<file path="src/rtl/matdet_pkg.sv">
// Shared state encoding and step counts for the 2x2 det(A*B) sequencer.
package matdet_pkg;

    typedef enum logic [1:0] {
        IDLE = 2'd0,
        MUL  = 2'd1,
        DET  = 2'd2,
        DONE = 2'd3
    } state_t;

    localparam int MUL_STEPS = 8;
    localparam int DET_STEPS = 2;

endpackage

</file>
<file path="src/rtl/matdet_mac.sv">
// Signed W x W multiply with add/subtract into a 2W accumulator, wrapping.
// With MATDET_OVF_FLAG_EN defined, also reports signed overflow of the add/sub.
module matdet_mac #(
    parameter int W = 7
) (
    input  logic signed [W-1:0]   i_a,
    input  logic signed [W-1:0]   i_b,
    input  logic signed [2*W-1:0] i_acc,
    input  logic                  i_sub,
`ifdef MATDET_OVF_FLAG_EN
    output logic                  o_ovf,
`endif
    output logic signed [2*W-1:0] o_sum
);

    logic signed [2*W-1:0] w_a_ext;
    logic signed [2*W-1:0] w_b_ext;
    logic signed [2*W-1:0] w_prod;

    // Widen first so the product is formed at full 2W precision.
    assign w_a_ext = {{W{i_a[W-1]}}, i_a};
    assign w_b_ext = {{W{i_b[W-1]}}, i_b};
    assign w_prod  = w_a_ext * w_b_ext;
    assign o_sum   = i_sub ? (i_acc - w_prod) : (i_acc + w_prod);

`ifdef MATDET_OVF_FLAG_EN
    // Overflow: operands effectively share a sign but the result flips it.
    assign o_ovf = (i_sub ? (i_acc[2*W-1] != w_prod[2*W-1]) : (i_acc[2*W-1] == w_prod[2*W-1]))
                   && (o_sum[2*W-1] != i_acc[2*W-1]);
`endif

endmodule

</file>
<file path="src/rtl/matrix_det_sequencer.sv">
// Sequential det(A*B) for 2x2 signed matrices using two time-shared MACs.
// Optional overflow flag output when MATDET_OVF_FLAG_EN is defined.
module matrix_det_sequencer
    import matdet_pkg::*;
#(
    parameter int WIDTH = 7
) (
    input  logic                 clk,
    input  logic                 reset_n,
    input  logic                 clr,
    input  logic                 in_valid,
    output logic                 in_ready,
    input  logic [4*WIDTH-1:0]   matA,
    input  logic [4*WIDTH-1:0]   matB,
    output logic                 out_valid,
    input  logic                 out_ready,
    output logic [4*WIDTH-1:0]   det_out,
`ifdef MATDET_OVF_FLAG_EN
    output logic                 ovf,
`endif
    output state_t               dbg_state
);

    localparam int CW = 2 * WIDTH;
    localparam int DW = 4 * WIDTH;

    // Handshake: a job moves on an edge where in_valid && in_ready; a result
    // leaves on an edge where out_valid && out_ready. Both flags are registered.
    state_t                r_state;
    logic [2:0]            r_step;
    logic [DW-1:0]         r_a;
    logic [DW-1:0]         r_b;
    logic signed [CW-1:0]  r_c [4];
    logic signed [DW-1:0]  r_det_acc;
    logic [DW-1:0]         r_det;
    logic                  r_out_valid;
    logic                  r_in_ready;

    logic [1:0]            w_a_idx;
    logic [1:0]            w_b_idx;
    logic [1:0]            w_c_idx;
    logic signed [WIDTH-1:0] w_mul_a;
    logic signed [WIDTH-1:0] w_mul_b;
    logic signed [CW-1:0]  w_mul_acc;
    logic signed [CW-1:0]  w_c_sum;
    logic signed [CW-1:0]  w_det_a;
    logic signed [CW-1:0]  w_det_b;
    logic signed [DW-1:0]  w_det_acc;
    logic signed [DW-1:0]  w_det_sum;

    function automatic logic signed [WIDTH-1:0] elem(input logic [DW-1:0] m, input logic [1:0] idx);
        return m[(3 - int'(idx))*WIDTH +: WIDTH];
    endfunction

    // Step bits map to operands: step[2]=row of A, step[1]=col of B, step[0]=inner index.
    assign w_a_idx   = {r_step[2], r_step[0]};
    assign w_b_idx   = {r_step[0], r_step[1]};
    assign w_c_idx   = r_step[2:1];
    assign w_mul_a   = elem(r_a, w_a_idx);
    assign w_mul_b   = elem(r_b, w_b_idx);
    assign w_mul_acc = r_step[0] ? r_c[w_c_idx] : '0;

    assign w_det_a   = r_step[0] ? r_c[1] : r_c[0];
    assign w_det_b   = r_step[0] ? r_c[2] : r_c[3];
    assign w_det_acc = r_step[0] ? r_det_acc : '0;

`ifdef MATDET_OVF_FLAG_EN
    logic r_ovf_acc;
    logic r_ovf;
    logic w_c_ovf;
    logic w_det_ovf;
    assign ovf = r_ovf;
`endif

    matdet_mac #(.W(WIDTH)) u_mac_c (
        .i_a   (w_mul_a),
        .i_b   (w_mul_b),
        .i_acc (w_mul_acc),
        .i_sub (1'b0),
`ifdef MATDET_OVF_FLAG_EN
        .o_ovf (w_c_ovf),
`endif
        .o_sum (w_c_sum)
    );

    matdet_mac #(.W(CW)) u_mac_det (
        .i_a   (w_det_a),
        .i_b   (w_det_b),
        .i_acc (w_det_acc),
        .i_sub (r_step[0]),
`ifdef MATDET_OVF_FLAG_EN
        .o_ovf (w_det_ovf),
`endif
        .o_sum (w_det_sum)
    );

    always_ff @(posedge clk or negedge reset_n) begin
        if (!reset_n) begin
            r_state     <= IDLE;
            r_step      <= '0;
            r_a         <= '0;
            r_b         <= '0;
            for (int i = 0; i < 4; i++) r_c[i] <= '0;
            r_det_acc   <= '0;
            r_det       <= '0;
            r_out_valid <= 1'b0;
            r_in_ready  <= 1'b1;
`ifdef MATDET_OVF_FLAG_EN
            r_ovf_acc   <= 1'b0;
            r_ovf       <= 1'b0;
`endif
        end else if (clr) begin
            r_state     <= IDLE;
            r_step      <= '0;
            r_out_valid <= 1'b0;
            r_in_ready  <= 1'b1;
`ifdef MATDET_OVF_FLAG_EN
            r_ovf_acc   <= 1'b0;
            r_ovf       <= 1'b0;
`endif
        end else begin
            case (r_state)
                IDLE: begin
                    if (in_valid && r_in_ready) begin
                        r_a        <= matA;
                        r_b        <= matB;
                        r_step     <= '0;
                        r_state    <= MUL;
                        r_in_ready <= 1'b0;
`ifdef MATDET_OVF_FLAG_EN
                        r_ovf_acc  <= 1'b0;
                        r_ovf      <= 1'b0;
`endif
                    end
                end
                MUL: begin
                    r_c[w_c_idx] <= w_c_sum;
`ifdef MATDET_OVF_FLAG_EN
                    r_ovf_acc    <= r_ovf_acc | w_c_ovf;
`endif
                    if (r_step == 3'(MUL_STEPS - 1)) begin
                        r_step  <= '0;
                        r_state <= DET;
                    end else begin
                        r_step  <= r_step + 3'd1;
                    end
                end
                DET: begin
                    if (r_step == 3'(DET_STEPS - 1)) begin
                        r_det       <= w_det_sum;
                        r_out_valid <= 1'b1;
                        r_step      <= '0;
                        r_state     <= DONE;
`ifdef MATDET_OVF_FLAG_EN
                        r_ovf       <= r_ovf_acc | w_det_ovf;
`endif
                    end else begin
                        r_det_acc <= w_det_sum;
                        r_step    <= r_step + 3'd1;
                    end
                end
                DONE: begin
                    if (out_ready) begin
                        r_out_valid <= 1'b0;
                        r_in_ready  <= 1'b1;
                        r_state     <= IDLE;
                    end
                end
                default: r_state <= IDLE;
            endcase
        end
    end

    assign in_ready  = r_in_ready;
    assign out_valid = r_out_valid;
    assign det_out   = r_det;
    assign dbg_state = r_state;

endmodule

</file>
<file path="config.mk">
export PLATFORM = sky130hd
export DESIGN_NAME = matrix_det_sequencer
export DESIGN_NICKNAME = d
export VERILOG_FILES = /design/src/rtl/matdet_pkg.sv /design/src/rtl/matdet_mac.sv /design/src/rtl/matrix_det_sequencer.sv
export SDC_FILE = /design/constraint.sdc
export NUM_CORES = 1
export LEC_CHECK = 0
export CAP_MARGIN = 20
export CORE_UTILIZATION = 61
export DETAILED_ROUTE_END_ITERATION = 12
export PLACE_DENSITY = 0.85
export SLEW_MARGIN = 20
export SYNTH_ARGS = -nofsm -noshare
export SYNTH_HDL_FRONTEND = slang
export SYNTH_HIERARCHICAL = 1
export SYNTH_SLANG_ARGS = --single-unit
</file>
<file path="constraint.sdc">
create_clock -name clk -period 11.33 [get_ports clk]
set_input_delay 2.266 -clock clk [delete_from_list [all_inputs] [get_ports clk]]
set_output_delay 2.266 -clock clk [all_outputs]
set_load 0.01 [all_outputs]
</file>
# == Word level (Yosys, flattened, before mapping) ==
# Index checks and enable logic that the tools add are counted.
# word_totals
ff_bits,175
latchBits,0
ram_bits,0
mem_bits_ro,0
input_bits,61
output_inout_bits,32
wordCells,82
n_memories,0
# op_classes
addsub,6
multipliers,4
div_mod_pow,0
order_cmp,2
n_eq_ne,9
shift,2
muxes,30
bitwise,3
n_reduce_logical,14
# op_table
cell,n
2-to-1 mux 14 bit,6
bitwise mux 56 bit,1
2-to-1 mux 28 bit,2
indexed part select 28 x 7 -> 7 bit,2
adder 28 bit,1
binary-select mux 14 bit (select 2 bit),1
demux 14 bit (select 2 bit),1
multiplier 14 x 14 -> 28 bit,1
subtractor 28 bit,1
AND reduction 3 bit,5
adder 14 bit,1
multiplier 3 x 4 -> 7 bit (second input constant),2
multiplier 7 x 7 -> 14 bit,1
2-to-1 mux 3 bit,4
!= test 3 bit (second input constant),4
2-to-1 mux 2 bit,5
case mux 3 bit (3 select lines),1
case mux 2 bit (4 select lines),1
2-to-1 mux 1 bit,6
nonzero test 3 bit,2
subtractor 2 x 2 -> 3 bit (first input constant),2
equality test 2 bit (second input constant),2
case mux 1 bit (2 select lines),2
AND reduction 2 bit,2
12 further kinds,14

# == Longest topological paths before layout ==
# logic_depth
word_depth,7
mapped_depth,43
depth_no_buf,37

# == Hierarchy ==
# The synthesis kept the hierarchy.
# by_module_without_submodules
mod,instances,cells_per_inst,area_each_um2,seq_area_each_um2
matrix_det_sequencer,1,745,10157.2,4380.5
matdet_mac at u_mac_det,1,1100,9539.1,0.0
matdet_mac at u_mac_c,1,340,2767.7,0.0

# == Worst setup path after synthesis ==
# OpenSTA, ideal clock, no wires.
# synth_timing
kind,register to register
startpoint,register r_step[0]
endpoint,register r_det[27] (netlist: det_out[27])
setup_ps,125
arrival_time_ps,9742
required_ps,11205
path_slack_ps,1463
path_stages_with_launch,43
n_path_buf,6
period_less_slack_ps,9867
cell_sequence,dfrtp_1 -> buf_6 -> buf_8 -> buf_2 -> buf_2 -> buf_2 -> mux2_2 -> clkbuf_1 -> and2_1 -> fa_1 -> inv_1 -> fa_1 -> inv_1 -> fa_1 -> inv_1 -> fa_1 -> inv_1 -> fa_1 -> [... 7 more ...] -> xor2_1 -> nand3b_1 -> nand2b_1 -> nor3_2 -> nor2_1 -> xor2_1 -> ha_1 -> a21o_1 -> a21o_1 -> a21o_1 -> a21oi_1 -> nor2_1 -> a2111oi_4 -> o41ai_2 -> o41a_1 -> xnor3_1 -> xnor2_1 -> mux2_2
# synth_via
elab_chain_cells,4
word_cells_on_any_way,9
classes_between,add/sub (2); mul (1); eq/ne (1); mux (4); reduce/logical (1)
# synth_rtl
item,line_no,rtl
from (decl),matrix_det_sequencer.sv:30,logic [2:0] r_step;
from (signal assigned),matrix_det_sequencer.sv:145,r_step <= r_step + 3'd1;
from (signal assigned),matrix_det_sequencer.sv:159,r_step <= r_step + 3'd1;
2-to-1 mux 14 bit (*),matrix_det_sequencer.sv:64,assign w_det_b = r_step[0] ? r_c[2] : r_c[3];
via w_det_b[2],matrix_det_sequencer.sv:47,logic signed [CW-1:0] w_det_b;
multiplier 14 x 14 -> 28 bit (*),matdet_mac.sv:23,assign w_prod = w_a_ext * w_b_ext;
adder 28 bit or subtractor 28 bit (tied branches),matdet_mac.sv:24,assign o_sum = i_sub ? (i_acc - w_prod) : (i_acc + w_prod);
2-to-1 mux 28 bit (*),matdet_mac.sv:24,
via w_det_sum[27],matrix_det_sequencer.sv:49,logic signed [DW-1:0] w_det_sum;
to (signal assigned),matrix_det_sequencer.sv:150,r_det <= w_det_sum;
to (decl),matrix_det_sequencer.sv:35,logic [DW-1:0] r_det;
# Mark *: on every way through the listed nets, which the timed path passes. The rest lies on a longest branch.
# A chain may end at the register's enable or synchronous reset.

# == Worst setup path in the final report ==
# layout_timing
startpoint,register r_step[0]
endpoint,register r_det_acc[27]
# layout_via
elab_chain_cells,4
word_cells_on_any_way,10
classes_between,add/sub (2); mul (1); eq/ne (1); mux (4); bitwise (1); reduce/logical (1)
# layout_rtl
item,line_no,rtl
2-to-1 mux 14 bit (*),matrix_det_sequencer.sv:63,assign w_det_a = r_step[0] ? r_c[1] : r_c[0];
via w_det_a[7],matrix_det_sequencer.sv:46,logic signed [CW-1:0] w_det_a;
multiplier 14 x 14 -> 28 bit (*),matdet_mac.sv:23,
adder 28 bit or subtractor 28 bit (tied branches),matdet_mac.sv:24,
2-to-1 mux 28 bit (*),matdet_mac.sv:24,
via w_det_sum[27],matrix_det_sequencer.sv:49,
to (signal assigned),matrix_det_sequencer.sv:158,r_det_acc <= w_det_sum;
to (decl),matrix_det_sequencer.sv:34,logic signed [DW-1:0] r_det_acc;
# Marked as above.

==> impl_results.md <==
* Slew HR at a little under a third
* Full die area at 0.0376 mm^2
* Hold Fails Final Rpt at 0
* Slew @ Worst Pin at around 1000 ps
* Largest net degree at the start of global routing at 93
* Fin crit period at 10170 ps
* Die W at 194 um
* Gate Count Post-Synth at ~2200
* Post-detail-place hpwl at around 39000 um
* Via density at 6.11
* # hold bufs at CTS at 0
* Grt met1 use at between 30% and 40%
* Clock Sink Count at 175
* Max Cap Viol at 0
* Post-synth EDFFs at 0
* Net count after synthesis at around 2600
* Cell Rows at 69
* # fillers at 2580
* Initial Utilization at between 60% and 70%
* CORE AREA at 0.0359 mm^2
* Setup tns final at 0 ps
* Status: finished, final reports clean
* Top Ports at 93
* CP Capture Type: flop
* RSZ-0062 raised after global routing: false
* Crit start category: flop
* Pre-antenna DRT Iters at 6
* GR peak layer: met2
* Vias in the first global route at 17800
* Antenna Nets Post-Route at 0
* Initial antenna violation count at 0
* DRT iter0 DRCs at 1284
* Fmax at 98.4 MHz
* Clock transition at the registers of the reported paths at 70 ps
* Crit-path max FO at 44
* GRT overflow at 0
* Critical path's top delay family: adder cells
* Dominant synthesized flop cell: dfrtp_1
* Die height at roughly 190 um
* First-pass GRT wire length at ~90000 um
* GR Util met2 at 49.8%
* DR vias at 16500
* Fin crit share at 89.7%
* Antenna Cells at 0
* Layout Skew at 25.2 ps
* Hold Path Class: flop to flop
* Htree depth at 4
* DRC violations left at 0
* Port Buffers at 92
* Crit-path slowest cell: dfrtp_4
* GRT Total Usage at 28.7%
* Setup Buffers After CTS at 0
* Arrival @ worst endpoint at 10500 ps
* Asr flop ratio synth at 100%
* YS warnings at 6
* Routability cong. at 0.932
* Area growth, synth to finish at 7.95%
* CTS tree: done
* Longest Clk Path Bufs at 2
* Sequential area share after synthesis at 19.5%
* Final setup fails at 0
* Clock root cell: clkbuf_16
* CP bufs+invs at 6
* Critical path class: flop to flop
* R2r setup slk at 1160 ps
* Pins over their slew limit at 0
* Met3 GRT Util at 4.45%
* Netlist cell types at 101
* Fraction of layout cells with a size suffix above 1 at 15.5%
* Worst EP required at about 12000 ps
* WL final at 51000 um
* Cts bufs inserted at 17
* Synth Register Bits at 175
* Area of the mapped netlist at approximately 0.022 mm^2
* Synthesized area per cell at 10.3 um^2
* # nets final at about 2700
* Post_cts resized at 0
* Crit-path max cell delay at 760 ps
* Routed len/inst at 18.9 um
* Clk_lat worst skew at 460 ps
-- synthesized netlist by cell type (7+ instances only) --
master	count	area share (%)
clkbuf_1	48	0.80
and3_1	11	0.31
inv_1	314	5.2
fa_1	236	21
mux4_1	12	1.4
xnor2_1	78	3.0
mux2_2	212	11
buf_2	28	0.62
dfrtp_1	174	19
o211ai_1	7	0.23
o21a_1	15	0.50
a31oi_1	18	0.50
nor3_1	26	0.58
o21bai_1	9	0.30
ha_1	149	8.3
o21ai_1	7	0.16
nor2_1	92	1.5
nand3_1	17	0.38
a21oi_1	59	1.3
mux4_2	47	4.7
mux2i_1	24	1.1
o21ai_0	27	0.60
nand2b_1	22	0.61
nor2b_1	22	0.61
a211oi_1	7	0.23
and2_1	177	4.9
a21o_1	24	0.80
nand2_1	143	2.4
xor2_1	35	1.4
-- metal layers --
| layer | wire, um | vias up | share of wire [%] |
|---|---|---|---|
| li1 | - | 7400 | - |
| met1 | 20000 | 8232 | 39 |
| met2 | 25900 | 681 | 51 |
| met3 | 3310 | 172 | 6.5 |
| met4 | 1780 | 0 | 3.5 |
| met5 | 0 | - | 0 |
-- final timing paths --
| kind | start | to | cells after the start |
|---|---|---|---|
| setup / recovery | r_step[0] | r_det_acc[27] | 35 |
| hold / removal | r_det_acc[5] | r_det_acc[5] | 1 |
| setup reg to reg | r_step[0] | r_det_acc[27] | 35 |
| hold reg to reg | r_det_acc[5] | r_det_acc[5] | 1 |
| max in group asynchronous | reset_n | r_step[0] | 2 |
| min in group asynchronous | reset_n | r_a[11] | 1 |
-- cell usage in the layout (no fill, tap or decap), types with 5 or more instances in the layout --
| cell | n |
|---|---|
| a211oi_1 | 7 |
| a21o_1 | 24 |
| a21oi_1 | 59 |
| a22oi_1 | 6 |
| a31oi_1 | 18 |
| and2_1 | 177 |
| and3_1 | 11 |
| buf_4 | 17 |
| clkbuf_16 | 17 |
| clkdlybuf4s50_1 | 91 |
| dfrtp_1 | 172 |
| fa_1 | 236 |
| ha_1 | 149 |
| inv_1 | 314 |
| mux2_2 | 212 |
| mux2i_1 | 24 |
| mux4_1 | 12 |
| mux4_2 | 47 |
| nand2_1 | 143 |
| nand2b_1 | 22 |
| nand3_1 | 17 |
| nand3b_1 | 6 |
| nand4_1 | 6 |
| nor2_1 | 92 |
| nor2b_1 | 22 |
| nor3_1 | 26 |
| o2111ai_1 | 5 |
| o211ai_1 | 7 |
| o21a_1 | 15 |
| o21ai_0 | 27 |
| o21ai_1 | 7 |
| o21bai_1 | 9 |
| xnor2_1 | 78 |
| xor2_1 | 35 |
-- worst reg2reg max path: cells and delay by family, from the launching register on --
kind | cells | cell delay (ps)
DFF | 1 | 760
and+or+nand+nor | 9 | 2070
buffers and inverters | 6 | 310
AOI/OAI and AO/OA | 6 | 1480
adders and majority gates | 8 | 3590
muxes | 2 | 810
xor gates and xnor gates | 4 | 1010
-- state kept, by name (all words and copies together) (netlist names) --
| signal | count |
|---|---|
| r_a | 28 |
| out_valid | 1 |
| dbg_state | 2 |
| r_det_acc | 28 |
| r_b | 28 |
| in_ready | 1 |
| r_c | 56 |
| det_out | 28 |
| r_step | 3 |
-- logic make-up after synthesis --
| kind of cell | synth area share (%) |
|---|---|
| other | 0.0167 |
| AND/OR/NAND/NOR | 13.1 |
| multiplexers | 18.1 |
| AO/OA/AOI/OAI | 8.15 |
| adder cells (fa/ha/maj) | 29.3 |
| buffers and inverters | 7.16 |
| flip-flops | 19.5 |
| XOR/XNOR | 4.65 |
-- metrics by stage --
stage / setup slack (ps) / cell area (um^2) / cells / hold slack (ps) / utilization (%)
detailed placement: 1360 / 23700 / 2667 / 488 / 65.9
global placement: 1660 / 23700 / 2667 / 468 / 65.9
finish: 1160 / 24300 / 2699 / 499 / 67.5
global route: 526 / 24300 / 2699 / 518 / 67.5
CTS: 1300 / 24300 / 2699 / 505 / 67.5
floorplan: 1460 / 22500 / 2185 / 470 / -
-- final cells by class --
type                       count  area [um^2]  area share [%]
multi-input combinational   1608        16500            67.9
sequential                   175         4390            18.1
inverter                     314         1180            4.86
timing repair buffer         109         1050            4.33
tap                          461          577            2.38
clock buffer                  20          457            1.88
clock inverter                12          128           0.526
Power is left out: the tool's default activity adds up to more than one toggle a clock period on the data nets, which glitch-free logic cannot reach.
